==> config.mk <==
export PLATFORM = sky130hd
export DESIGN_NAME = button_gesture_ctrl
export DESIGN_NICKNAME = d
export VERILOG_FILES = /design/src/rtl/gesture_pkg.sv /design/src/rtl/btn_debounce.sv /design/src/rtl/button_gesture_ctrl.sv
export SDC_FILE = /design/constraint.sdc
export NUM_CORES = 1
export LEC_CHECK = 0
export ABC_AREA = 1
export BUFFER_PORTS_ARGS = -buffer_cell sky130_fd_sc_hd__clkbuf_2
export CORE_MARGIN = 2
export CORE_UTILIZATION = 60
export CTS_BUF_LIST = sky130_fd_sc_hd__clkbuf_8
export CTS_CLUSTER_SIZE = 8
export DETAILED_ROUTE_END_ITERATION = 8
export PLACE_DENSITY = 0.78
export SLEW_MARGIN = 15
export SYNTH_ARGS = -nofsm -noshare
export SYNTH_HDL_FRONTEND = slang
export SYNTH_SLANG_ARGS = --single-unit
==> constraint.sdc <==
create_clock -name CLK -period 2.8 [get_ports CLK]
set_input_delay 0.14 -clock CLK [delete_from_list [all_inputs] [get_ports CLK]]
set_output_delay 0.14 -clock CLK [all_outputs]
set_load 0.05 [all_outputs]
==> src/rtl/gesture_pkg.sv <==
// Shared definitions for the single-button gesture controller:
// mode and FSM encodings, default timing constants (1 cycle = 1 ms),
// and small helpers for counter sizing and mode sequencing.
package gesture_pkg;

  localparam int unsigned DEF_DEBOUNCE_MS   = 20;
  localparam int unsigned DEF_LONG_MS       = 1000;
  localparam int unsigned DEF_DOUBLE_GAP_MS = 300;
  localparam int unsigned DEF_SLOW_HALF_MS  = 500;
  localparam int unsigned DEF_FAST_HALF_MS  = 125;

  typedef enum logic [1:0] {
    MODE_OFF  = 2'd0,
    MODE_ON   = 2'd1,
    MODE_SLOW = 2'd2,
    MODE_FAST = 2'd3
  } mode_t;

  typedef enum logic [2:0] {
    ST_IDLE   = 3'd0,
    ST_PRESS1 = 3'd1,
    ST_WAIT2  = 3'd2,
    ST_PRESS2 = 3'd3,
    ST_HELD   = 3'd4
  } state_t;

  // Bits needed for a counter running 0 .. n-1 (at least one bit).
  function automatic int unsigned cnt_width(int unsigned n);
    return (n < 2) ? 1 : $clog2(n);
  endfunction

  function automatic int unsigned max_u(int unsigned a, int unsigned b);
    return (a > b) ? a : b;
  endfunction

  // Mode transition for one classified gesture; long press dominates.
  function automatic mode_t next_mode(mode_t cur, logic evt_short,
                                      logic evt_double, logic evt_long);
    mode_t nxt;
    nxt = cur;
    if (evt_long)
      nxt = MODE_OFF;
    else if (evt_double)
      nxt = (cur == MODE_SLOW) ? MODE_FAST : MODE_SLOW;
    else if (evt_short)
      nxt = (cur == MODE_OFF) ? MODE_ON : MODE_OFF;
    return nxt;
  endfunction

endpackage

==> src/rtl/btn_debounce.sv <==
// Push-button input conditioning: 2-flop synchroniser, debounce counter
// and one-cycle edge strobes on the debounced level.
// Ports: CLK, RST (sync, active high), BTN (raw) -> DB (debounced level),
//        RISE / FALL (registered one-cycle strobes, coincident with DB change).
module btn_debounce
  import gesture_pkg::*;
#(
  parameter int unsigned DEBOUNCE_MS = DEF_DEBOUNCE_MS
) (
  input  logic CLK,
  input  logic RST,
  input  logic BTN,
  output logic DB,
  output logic RISE,
  output logic FALL
);

  localparam int unsigned DB_W = cnt_width(DEBOUNCE_MS);
  localparam logic [DB_W-1:0] DB_LAST = DB_W'(DEBOUNCE_MS - 1);

  logic            sync1;
  logic            sync2;
  logic [DB_W-1:0] cnt;

  // Accept the synchronised level once it has disagreed with DB for
  // DEBOUNCE_MS consecutive cycles; any agreement restarts the count.
  always_ff @(posedge CLK) begin
    if (RST) begin
      sync1 <= 1'b0;
      sync2 <= 1'b0;
      cnt   <= '0;
      DB    <= 1'b0;
      RISE  <= 1'b0;
      FALL  <= 1'b0;
    end else begin
      sync1 <= BTN;
      sync2 <= sync1;
      RISE  <= 1'b0;
      FALL  <= 1'b0;
      if (sync2 == DB) begin
        cnt <= '0;
      end else if (cnt == DB_LAST) begin
        cnt  <= '0;
        DB   <= sync2;
        RISE <= sync2;
        FALL <= ~sync2;
      end else begin
        cnt <= cnt + DB_W'(1);
      end
    end
  end

endmodule

==> src/rtl/button_gesture_ctrl.sv <==
// Single-button UI controller: classifies debounced presses into short,
// double and long gestures and steps a 4-mode LED sequencer.
// Ports: CLK, RST (sync, active high), BTN (raw button, 1 = pressed),
//        LED (registered drive), MODE (0 OFF, 1 ON, 2 SLOW, 3 FAST),
//        EVT_SHORT / EVT_DOUBLE / EVT_LONG (one-cycle gesture pulses).
module button_gesture_ctrl
  import gesture_pkg::*;
#(
  parameter int unsigned DEBOUNCE_MS   = DEF_DEBOUNCE_MS,
  parameter int unsigned LONG_MS       = DEF_LONG_MS,
  parameter int unsigned DOUBLE_GAP_MS = DEF_DOUBLE_GAP_MS,
  parameter int unsigned SLOW_HALF_MS  = DEF_SLOW_HALF_MS,
  parameter int unsigned FAST_HALF_MS  = DEF_FAST_HALF_MS
) (
  input  logic       CLK,
  input  logic       RST,
  input  logic       BTN,
  output logic       LED,
  output logic [1:0] MODE,
  output logic       EVT_SHORT,
  output logic       EVT_DOUBLE,
  output logic       EVT_LONG
);

  localparam int unsigned CNT_W = cnt_width(max_u(LONG_MS, DOUBLE_GAP_MS));
  localparam int unsigned PH_W  = cnt_width(max_u(SLOW_HALF_MS, FAST_HALF_MS));
  localparam logic [CNT_W-1:0] LONG_LAST = CNT_W'(LONG_MS - 1);
  localparam logic [CNT_W-1:0] GAP_LAST  = CNT_W'(DOUBLE_GAP_MS - 1);
  localparam logic [PH_W-1:0]  SLOW_LAST = PH_W'(SLOW_HALF_MS - 1);
  localparam logic [PH_W-1:0]  FAST_LAST = PH_W'(FAST_HALF_MS - 1);

  logic db;
  logic rise;
  logic fall;

  btn_debounce #(.DEBOUNCE_MS(DEBOUNCE_MS)) u_debounce (
    .CLK  (CLK),
    .RST  (RST),
    .BTN  (BTN),
    .DB   (db),
    .RISE (rise),
    .FALL (fall)
  );

  state_t           state;
  state_t           state_n;
  logic [CNT_W-1:0] cnt;
  logic [CNT_W-1:0] cnt_n;
  logic [CNT_W-1:0] cnt_inc;
  logic             evt_short_n;
  logic             evt_double_n;
  logic             evt_long_n;
  mode_t            mode;
  mode_t            prev_mode;
  logic [PH_W-1:0]  phase;
  logic [PH_W-1:0]  half_last;

  // Saturating increment of the gesture counter.
  assign cnt_inc = (cnt == '1) ? cnt : cnt + CNT_W'(1);

  // Gesture FSM state, counter and registered event pulses.
  always_ff @(posedge CLK) begin
    if (RST) begin
      state      <= ST_IDLE;
      cnt        <= '0;
      EVT_SHORT  <= 1'b0;
      EVT_DOUBLE <= 1'b0;
      EVT_LONG   <= 1'b0;
    end else begin
      state      <= state_n;
      cnt        <= cnt_n;
      EVT_SHORT  <= evt_short_n;
      EVT_DOUBLE <= evt_double_n;
      EVT_LONG   <= evt_long_n;
    end
  end

  // Thresholds compare the incremented count so each pulse lands exactly
  // LONG_MS / DOUBLE_GAP_MS cycles after the triggering strobe; a threshold
  // is checked before fall so it wins a same-cycle release.
  always_comb begin
    state_n      = state;
    cnt_n        = cnt_inc;
    evt_short_n  = 1'b0;
    evt_double_n = 1'b0;
    evt_long_n   = 1'b0;
    unique case (state)
      ST_IDLE: begin
        cnt_n = '0;
        if (rise) state_n = ST_PRESS1;
      end
      ST_PRESS1: begin
        if (cnt_inc == LONG_LAST) begin
          evt_long_n = 1'b1;
          state_n    = ST_HELD;
        end else if (fall) begin
          cnt_n   = '0;
          state_n = ST_WAIT2;
        end
      end
      ST_WAIT2: begin
        if (rise) begin
          cnt_n   = '0;
          state_n = ST_PRESS2;
        end else if (cnt_inc == GAP_LAST) begin
          evt_short_n = 1'b1;
          state_n     = ST_IDLE;
        end
      end
      ST_PRESS2: begin
        if (cnt_inc == LONG_LAST) begin
          evt_long_n = 1'b1;
          state_n    = ST_HELD;
        end else if (fall) begin
          evt_double_n = 1'b1;
          state_n      = ST_IDLE;
        end
      end
      ST_HELD: begin
        // Level test also absorbs a release whose strobe coincided with
        // the long-press threshold.
        cnt_n = '0;
        if (!db) state_n = ST_IDLE;
      end
      default: begin
        cnt_n   = '0;
        state_n = ST_IDLE;
      end
    endcase
  end

  // Mode sequencer, stepped one cycle after each event.
  always_ff @(posedge CLK) begin
    if (RST) mode <= MODE_OFF;
    else     mode <= next_mode(mode, EVT_SHORT, EVT_DOUBLE, EVT_LONG);
  end

  assign MODE      = mode;
  assign half_last = (mode == MODE_SLOW) ? SLOW_LAST : FAST_LAST;

  // LED generator; a mode change into a blink mode restarts the phase high.
  always_ff @(posedge CLK) begin
    if (RST) begin
      LED       <= 1'b0;
      phase     <= '0;
      prev_mode <= MODE_OFF;
    end else begin
      prev_mode <= mode;
      unique case (mode)
        MODE_OFF: begin
          LED   <= 1'b0;
          phase <= '0;
        end
        MODE_ON: begin
          LED   <= 1'b1;
          phase <= '0;
        end
        default: begin
          if (mode != prev_mode) begin
            LED   <= 1'b1;
            phase <= '0;
          end else if (phase == half_last) begin
            LED   <= ~LED;
            phase <= '0;
          end else begin
            phase <= phase + PH_W'(1);
          end
        end
      endcase
    end
  end

endmodule

==> results of run 1 <==
## area by class of cell
| class | instances | area (um^2) | area share (%) |
|---|---|---|---|
| tap | 46 | 57.6 | 2.61 |
| clock inverter | 2 | 38.8 | 1.76 |
| inverter | 37 | 139 | 6.30 |
| clock buffer | 6 | 82.6 | 3.75 |
| sequential | 40 | 801 | 36.3 |
| multi-input combinational | 201 | 1050 | 47.4 |
| timing repair buffer | 8 | 40.0 | 1.82 |
## layer usage
| layer | part of all wire, % | vias to the layer above |
|---|---|---|
| met2 | 49 | 30 |
| li1 | - | 929 |
| met3 | 3.9 | 6 |
| met4 | 1.3 | 0 |
| met5 | 0 | - |
| met1 | 46 | 780 |
## stage by stage
stage | total power, mW | std cells
after CTS | 1.12 | 340
after floorplan | 0.620 | 281
after detailed placement | 0.628 | 332
after global routing | 1.14 | 340
after global placement | 0.628 | 332
final | 1.11 | 340
## power by group through the flow
| stage | clock [mW] | sequential (mW) | combinational [mW] |
|---|---|---|---|
| after global routing | 0.522 | 0.579 | 0.0413 |
| final | 0.494 | 0.579 | 0.0360 |
| after detailed placement | 0 | 0.592 | 0.0361 |
| after floorplan | 0 | 0.591 | 0.0296 |
| after global placement | 0 | 0.592 | 0.0358 |
| after CTS | 0.505 | 0.578 | 0.0363 |
## worst max-delay path by stage
stage | start | to | slack [ps] | cells after the start
final | cnt[1] | state[1] | 730 | 12
after floorplan | cnt[0] | state[0] | 1020 | 12
after global routing | cnt[1] | state[0] | 500 | 12
after CTS | cnt[0] | state[0] | 730 | 12
after global placement | cnt[1] | cnt[4] | 810 | 14
after detailed placement | cnt[1] | state[0] | 750 | 12
## state kept, by name, summed over array words and instances, names as in the netlist
name              cells
u_debounce.DB         1
state                 3
cnt                  10
MODE                  2
LED                   1
EVT_SHORT             1
EVT_LONG              1
u_debounce.sync2      1
u_debounce.cnt        5
prev_mode             2
phase                 9
u_debounce.sync1      1
u_debounce.FALL       1
u_debounce.RISE       1
EVT_DOUBLE            1
## worst max-delay path: stages (launching register included)
cell and delay, ps:
dfxtp_1 380, ha_1 250, nand2_2 100, nor2_4 160
nand3_4 200, nand3_1 170, inv_1 90, nor2_2 120
nand3_2 130, a21boi_4 180, nand3_1 80, nand2_1 60
nor2_1 30
## Yosys cell counts, drive strengths merged
| library cell | count |
|---|---|
| buf | 3 |
| a21oi | 14 |
| nor3 | 9 |
| xor2 | 7 |
| nand2 | 55 |
| o21ai | 5 |
| xnor2 | 4 |
| nand4 | 7 |
| a211oi | 1 |
| nand3 | 28 |
| nor4 | 2 |
| inv | 36 |
| nor2 | 58 |
| a32o | 1 |
| clkinv | 1 |
| ha | 3 |
| o21a | 1 |
| and3 | 1 |
| o211ai | 1 |
| dfxtp | 40 |
| a21boi | 1 |
| o21bai | 3 |
## kinds of logic after synthesis
group / Yosys count / share of synthesized area (%)
AOI/OAI and AO/OA: 27 / 9.10
xor gates and xnor gates: 11 / 4.80
adders and majority gates: 3 / 1.87
buffers and inverters: 40 / 8.04
DFF: 40 / 39.9
and+or+nand+nor: 160 / 36.3
==> results.py, run 1 <==
metrics = {
    "power_and_ir_drop": {
        "comb_power_share_pct": 3.2,
        "internal-power_uw": 877,
        "pwr-share-seq_pct": 52.2,
        "power_leakage_nw": 0.910,
        "p_sw_share_pct": 20.9,
        "vdd_ir_drop_max_mv": 0.350,
        "powerDensity_nw_per_um2": 503,
        "pwr-share-clk_pct": 44.6,
        "p_sw_uw": 232,
    },
    "drt": {
        "drtIter0Drc": 73,
        "vias": 1745,
        "ant_nets": 0,
        "avgViaCountPerCell": 5.13,
        "drtPass1Iterations": 4,
        "routedWlPerCell_um": 10.8,
        "drc": 0,
        "finalWirelength_mm": 3.67,
    },
    "layout": {
        "final_cell_mix": "nand2_1 (53), nor2_1 (52), dfxtp_1 (40), inv_1 (34), nand3_1 (25)",
        "fillers": 289,
        "final_util_pct": 67.1,
        "drive_gt1_share_pct": 10.9,
        "final_common_cell": "nand2_1",
        "layout.nets": 299,
        "diodes": 0,
        "syn2layout_area_growth_pct": 9.78,
        "final_cell_area_um2": 2200,
    },
    "timing": {
        "rsz0062_at_grt": "false",
        "fin_crit_ps": 2070,
        "fin_hold_ws_ps": 25.5,
        "hold_violations": 0,
        "slew_violations": 0,
        "final.setup.tns_ps": 0,
        "clock_skew_ps": 9.10,
        "relSlewSlack_pct": 74.3,
        "fmax_mhz": 484,
        "worst_pin_slew_ps": 383,
        "setup_viol": 0,
        "finalWorstSetupSlack_ps": 732,
        "fin_crit_sh_pct": 73.8,
    },
    "setup_path": {
        "cp-end-kind": "flip-flop",
        "crit_fanout": 17,
        "rr_worst_depth": 12,
        "critPathKind": "reg -> reg",
        "cp.required_ps": 2990,
        "r2r_slack_ps": 730,
        "reg2reg_from": "cnt[1]",
        "critical_path_arrival_ps": 2250,
        "rr_endpoint": "state[1]",
        "start_kind": "flip-flop",
    },
    "outcome": {
        "status": "finished, final reports clean",
    },
    "global_route": {
        "track_usage_pct": 21.3,
        "grt_pass1_wl_mm": 5.98,
        "antenna_found_initial": 0,
        "use_met3_pct": 6.21,
        "grt_max_degree": 18,
        "grt_overflow": 0,
        "grt_use_met1_pct": 25.6,
        "grt_use_met2_pct": 36.8,
        "grt_pass1_vias": 1487,
        "grt.busiest_layer": "met2",
    },
    "place": {
        "io_buffers": 8,
        "dp_hpwl_mm": 2.83,
        "place_worst_setup_slack_ps": 748,
        "postPlaceCellArea_um2": 2080,
        "gp_congestion": 0.866,
    },
    "floorplanning": {
        "io_pins": 9,
        "dieArea_um2": 3830,
        "fp.dieH_um": 61.9,
        "num_rows": 21,
        "core_um2": 3280,
        "die_w_um": 61.9,
        "start_util_pct": 61.1,
    },
    "clock_tree": {
        "clk_latency_ps": 290,
        "numCtsBuffers": 5,
        "root_buffer": "clkbuf_8",
        "cts-resized-gates": 0,
        "clk_pin_slew_worst_paths_ps": 80,
        "cts_setup_buffers": 0,
        "htree_levels": 2,
        "numClockSinks": 40,
        "hold_buffers": 0,
        "clock_path_buffers": 2,
        "cts_tree": "built",
    },
    "min_path": {
        "whs_endpoint": "u_debounce.sync1",
        "hold_depth": 3,
        "min_path_type": "in -> reg",
        "hp-start": "BTN",
    },
    "logic_synthesis": {
        "syn_area_um2": 2010,
        "synth_top_area_cell": "dfxtp_1",
        "ys_types": 31,
        "syn_nets": 287,
        "synth_area_leaders": "dfxtp_1 (40%), nand2_1 (9.9%), nor2_1 (9.7%), inv_1 (6.4%), nand3_1 (6.2%)",
        "ys_warn_count": 0,
        "ys_ff_latch": 40,
        "synth_cells": 281,
        "yosysSeqAreaShare_pct": 39.9,
        "synth.top_cell.area_share_pct": 39.9,
        "avgSynthCellArea_um2": 7.15,
    },
    "flow_run": {
        "drv_cap": 0,
    },
}
Note: power is estimated with default switching activity, not from simulation.
==> inputs of run 2 (changes only) <==
==> constraint.sdc (replaced) <==
create_clock -name CLK -period 2.15 [get_ports CLK]
set_input_delay 0.1075 -clock CLK [delete_from_list [all_inputs] [get_ports CLK]]
set_output_delay 0.1075 -clock CLK [all_outputs]
set_load 0.05 [all_outputs]
==> results.py, run 2 (synthesized netlist as in run 1, its figures left out) <==
metrics = {
    "global_route": {
        "grt_overflow": 0,
        "track_usage_pct": 21.4,
        "grt_pass1_wl_mm": 6.00,
        "grt_pass1_vias": 1489,
        "antenna_found_initial": 0,
        "grt_max_degree": 18,
    },
    "timing": {
        "setup_viol": 0,
        "fin_crit_ps": 1950,
        "finalWorstSetupSlack_ps": 203,
        "fin_crit_sh_pct": 90.5,
        "worst_pin_slew_ps": 405,
        "hold_violations": 0,
        "fmax_mhz": 514,
        "clock_skew_ps": 8.85,
        "relSlewSlack_pct": 72.8,
        "rsz0062_at_grt": "false",
        "final.setup.tns_ps": 0,
        "slew_violations": 0,
    },
    "place": {
        "place_worst_setup_slack_ps": 98.1,
        "io_buffers": 8,
        "dp_hpwl_mm": 2.83,
        "gp_congestion": 0.866,
        "postPlaceCellArea_um2": 2080,
    },
    "min_path": {
        "hp-start": "RST",
        "whs_endpoint": "u_debounce.sync2",
        "hold_depth": 2,
        "min_path_type": "in -> reg",
    },
    "layout": {
        "final_common_cell": "nand2_1",
        "final_util_pct": 69.2,
        "top_regs": "cnt (10), phase (9), u_debounce.cnt (5)",
        "layout.nets": 304,
        "syn2layout_area_growth_pct": 13.1,
        "largest_reg_flops": 10,
        "top_register": "cnt",
        "drive_gt1_share_pct": 13.0,
        "diodes": 0,
        "final_cell_area_um2": 2270,
        "final_cell_mix": "nand2_1 (53), nor2_1 (52), dfxtp_1 (38), inv_1 (34), nand3_1 (25)",
    },
    "power_and_ir_drop": {
        "p_sw_share_pct": 21.1,
        "comb_power_share_pct": 3.3,
        "total_power_mw": 1.44,
        "pwr-share-seq_pct": 52.0,
        "powerDensity_nw_per_um2": 636,
        "internal-power_mw": 1.14,
        "pwr-share-clk_pct": 44.7,
        "p_sw_uw": 304,
        "vdd_ir_drop_max_mv": 0.442,
        "power_leakage_nw": 0.926,
    },
    "setup_path": {
        "crit_fanout": 9,
        "rr_worst_depth": 13,
        "reg2reg_from": "cnt[3]",
        "critPathKind": "reg -> reg",
        "critical_path_arrival_ps": 2140,
        "cp.required_ps": 2340,
        "r2r_slack_ps": 200,
        "cp-end-kind": "flip-flop",
        "rr_endpoint": "cnt[4]",
        "start_kind": "flip-flop",
    },
    "floorplanning": {
        "fp.dieH_um": 61.9,
        "die_w_um": 61.9,
        "start_util_pct": 61.1,
        "core_um2": 3280,
        "io_pins": 9,
        "num_rows": 21,
        "dieArea_um2": 3830,
    },
    "clock_tree": {
        "cts_tree": "built",
        "numCtsBuffers": 5,
        "root_buffer": "clkbuf_8",
        "clk_pin_slew_worst_paths_ps": 80,
        "htree_levels": 2,
        "clock_path_buffers": 2,
        "numClockSinks": 40,
        "clk_latency_ps": 300,
    },
    "drt": {
        "drtPass1Iterations": 5,
        "drc": 0,
        "avgViaCountPerCell": 5.17,
        "drtIter0Drc": 56,
        "routedWlPerCell_um": 11.1,
        "ant_nets": 0,
        "vias": 1782,
        "finalWirelength_mm": 3.83,
    },
    "flow_run": {
        "drv_cap": 0,
    },
    "outcome": {
        "status": "finished, final reports clean",
    },
}
## run 2: power groups by stage
stage	clock [mW]	combinational [mW]	sequential, mW
2_1_floorplan	0	0.0385	0.769
3_3_place_gp	0	0.0466	0.771
6_report	0.645	0.0480	0.751
3_5_place_dp	0	0.0471	0.771
5_1_grt	0.680	0.0552	0.752
4_1_cts	0.657	0.0487	0.753
## run 2: routing by layer
| layer | up-vias | wire length (um) | share of wire, % | global-route usage (%) |
|---|---|---|---|---|
| li1 | 935 | - | - | - |
| met1 | 816 | 1730 | 45 | 25.7 |
| met2 | 24 | 1900 | 50 | 37.0 |
| met3 | 7 | 147 | 3.8 | 6.21 |
| met4 | 0 | 45 | 1.2 | 6.38 |
| met5 | - | 0 | 0 | 0 |
## run 2: what timing repair did
action                                 in CTS  in global routing
gates resized for setup                     0                  7
buffers inserted                            0                  3
hold buffers                                1                  0
setup endpoints to repair                   0                 13
endpoints found under the hold margin       1                  0
## run 2: worst max-delay path by stage
stage / startpoint / to / slack [ps] / cells past startpoint
2_1_floorplan: cnt[0] / state[0] / 370 / 12
3_3_place_gp: cnt[1] / cnt[4] / 160 / 14
3_5_place_dp: cnt[1] / state[0] / 100 / 12
4_1_cts: cnt[0] / state[0] / 80 / 12
5_1_grt: cnt[0] / state[0] / 10 / 14
6_report: cnt[3] / cnt[4] / 200 / 13
## run 2: through the flow
step / hold slack [ps] / cells
floorplan: 214 / 281
global placement: 300 / 332
detailed placement: 308 / 332
CTS: 173 / 341
global route: 190 / 345
finish: 168 / 345
## run 2: critical path: stages, from the launching register on
cell and delay, ps:
dfxtp_1 490, nand2_1 180, nor2_2 200, nand3_1 140, nand2_1 80, nand2_1 50, nor2_2 140, nor2_1 70
nand3_2 100, nand3_2 90, o211ai_4 150, inv_2 60, nand2_1 60, inv_1 30
## run 2: final cells by class
class	count	area [um^2]
Clock inverter	2	38.8
Fill cell	283	1010
Clock buffer	6	82.6
Inverter	37	139
Timing Repair Buffer	12	72.6
Sequential cell	40	808
Tap cell	46	57.6
Multi-Input combinational cell	202	1070
==> inputs of run 3 (changes only) <==
--- a/config.mk
+++ b/config.mk
@@ -8,11 +8,11 @@
 export ABC_AREA = 1
 export BUFFER_PORTS_ARGS = -buffer_cell sky130_fd_sc_hd__clkbuf_2
 export CORE_MARGIN = 2
-export CORE_UTILIZATION = 60
+export CORE_UTILIZATION = 50
 export CTS_BUF_LIST = sky130_fd_sc_hd__clkbuf_8
 export CTS_CLUSTER_SIZE = 8
 export DETAILED_ROUTE_END_ITERATION = 8
-export PLACE_DENSITY = 0.78
+export PLACE_DENSITY = 0.67
 export SLEW_MARGIN = 15
 export SYNTH_ARGS = -nofsm -noshare
 export SYNTH_HDL_FRONTEND = slang
==> results.py, run 3 (synthesized netlist as in run 1, its figures left out) <==
metrics = {
    "place": {
        "postPlaceCellArea_um2": 2090,
        "io_buffers": 8,
        "gp_congestion": 0.888,
        "dp_hpwl_mm": 2.85,
    },
    "setup_path": {
        "worst_path_max_delay_cell": "dfxtp_2",
        "critPathKind": "reg -> reg",
        "crit_family": "simple AND/OR/NAND/NOR gates",
        "start_kind": "flip-flop",
        "crit_fanout": 9,
        "cp.required_ps": 2340,
        "critPathBufInv": 3,
        "crit_chain": "ha_4 -> nand2_2 -> nor2_4 -> nand3_2 -> buf_4 -> nand3_1 -> nor2_1 -> nand3_2 -> nand3_2 -> o211ai_4 -> inv_2 -> nand2_1 -> inv_1",
        "cp_common_cell": "nand3_2",
        "critical_path_arrival_ps": 2170,
        "slowest_delay_ps": 380,
        "cp-end-kind": "flip-flop",
    },
    "floorplanning": {
        "die_w_um": 67.4,
        "num_rows": 23,
        "dieArea_um2": 4540,
        "core_um2": 3940,
        "io_pins": 9,
        "start_util_pct": 50.9,
        "fp.dieH_um": 67.4,
    },
    "power_and_ir_drop": {
        "powerDensity_nw_per_um2": 574,
        "vdd_ir_drop_max_mv": 0.482,
        "power_leakage_nw": 0.903,
    },
    "clock_tree": {
        "cts_tree": "built",
        "clk_pin_slew_worst_paths_ps": 80,
        "clock_path_buffers": 2,
        "root_buffer": "clkbuf_8",
        "numCtsBuffers": 5,
        "numClockSinks": 40,
        "clk_latency_ps": 290,
        "htree_levels": 2,
    },
    "timing": {
        "hold_violations": 0,
        "clock_skew_ps": 7.22,
        "rsz0062_at_grt": "false",
        "worst_pin_slew_ps": 351,
        "fin_crit_sh_pct": 92.1,
        "setup_viol": 0,
        "final.setup.tns_ps": 0,
        "fin_crit_ps": 1980,
        "fmax_mhz": 505,
        "slew_violations": 0,
        "relSlewSlack_pct": 76.4,
    },
    "drt": {
        "avgViaCountPerCell": 5.07,
        "finalWirelength_mm": 3.93,
        "drtIter0Drc": 109,
        "ant_nets": 0,
        "drc": 0,
        "drtPass1Iterations": 4,
        "routedWlPerCell_um": 11.3,
        "vias": 1763,
    },
    "layout": {
        "final_cell_area_um2": 2230,
        "final_util_pct": 56.5,
        "diodes": 0,
        "top_regs": "cnt (10), phase (9), u_debounce.cnt (5)",
        "seq_area_um2": 803,
        "fillers": 360,
        "layout.nets": 304,
        "final_cell_mix": "nand2_1 (53), nor2_1 (52), dfxtp_1 (38), inv_1 (34), nand3_1 (25)",
        "multiInputGateArea_um2": 1070,
        "largest_reg_flops": 10,
        "drive_gt1_share_pct": 12.8,
        "syn2layout_area_growth_pct": 10.9,
        "top_register": "cnt",
        "final_common_cell": "nand2_1",
    },
    "global_route": {
        "grt_pass1_vias": 1514,
        "antenna_found_initial": 0,
        "grt_pass1_wl_mm": 6.26,
        "grt_overflow": 0,
        "grt_max_degree": 18,
        "track_usage_pct": 18.4,
    },
    "outcome": {
        "status": "finished, final reports clean",
    },
    "min_path": {
        "min_path_type": "in -> reg",
    },
    "flow_run": {
        "drv_cap": 0,
    },
}
==> run 3: report_power, final <==
part,switching (mW),internal [mW],total [mW]
clock network,0.257,0.220,0.477
registers,0.00792,0.746,0.754
logic,0.0311,0.0174,0.0485
total,0.296,0.983,1.28
==> run 3: area by class of cell <==
type                            instances  share of cell area (%)
Timing Repair Buffer                   12                    3.26
Clock buffer                            5                    3.09
Sequential cell                        40                    36.1
Tap cell                               50                    2.81
Clock inverter                          2                   0.562
Inverter                               37                    6.24
Multi-Input combinational cell        202                    48.0
==> run 3: final timing paths <==
kind / from / endpoint / slack (ps) / depth (start not counted)
worst max-delay path: cnt[0] / cnt[3] / 170 / 13
worst min-delay path: RST / u_debounce.sync1 / 180 / 2
worst max register to register: cnt[0] / cnt[3] / 170 / 13
worst min register to register: u_debounce.sync1 / u_debounce.sync2 / 420 / 2
==> run 3: worst register-to-register path: stages, from the launching register on <==
cell and delay [ps]:
dfxtp_2 380, ha_4 170, nand2_2 80, nor2_4 220, nand3_2 180, buf_4 200
nand3_1 70, nor2_1 50, nand3_2 110, nand3_2 100, o211ai_4 160, inv_2 60
nand2_1 60, inv_1 30
==> run 3: routing by layer <==
metal	up-vias	part of all wire, %	GRT usage [%]
li1	942	-	-
met1	782	47	22.5
met2	34	48	30.9
met3	5	4.7	5.00
met4	0	1.1	6.89
met5	-	0	0
==> run 3: timing repair <==
| action | in CTS | in global routing |
|---|---|---|
| endpoints found under the hold margin | 1 | 0 |
| gates resized for setup | 0 | 4 |
| hold buffers | 1 | 0 |
| setup buffers | 0 | 3 |
| setup endpoints to repair | 0 | 13 |
==> run 3: metrics by stage <==
stage / hold WS [ps] / cells / power (mW) / setup slack (ps)
floorplan: 214 / 281 / 0.808 / 368
global placement: 305 / 336 / 0.818 / 130
detailed placement: 304 / 336 / 0.818 / 86.4
CTS: 188 / 344 / 1.29 / 73.7
global route: 204 / 348 / 1.33 / 30.5
finish: 180 / 348 / 1.28 / 171
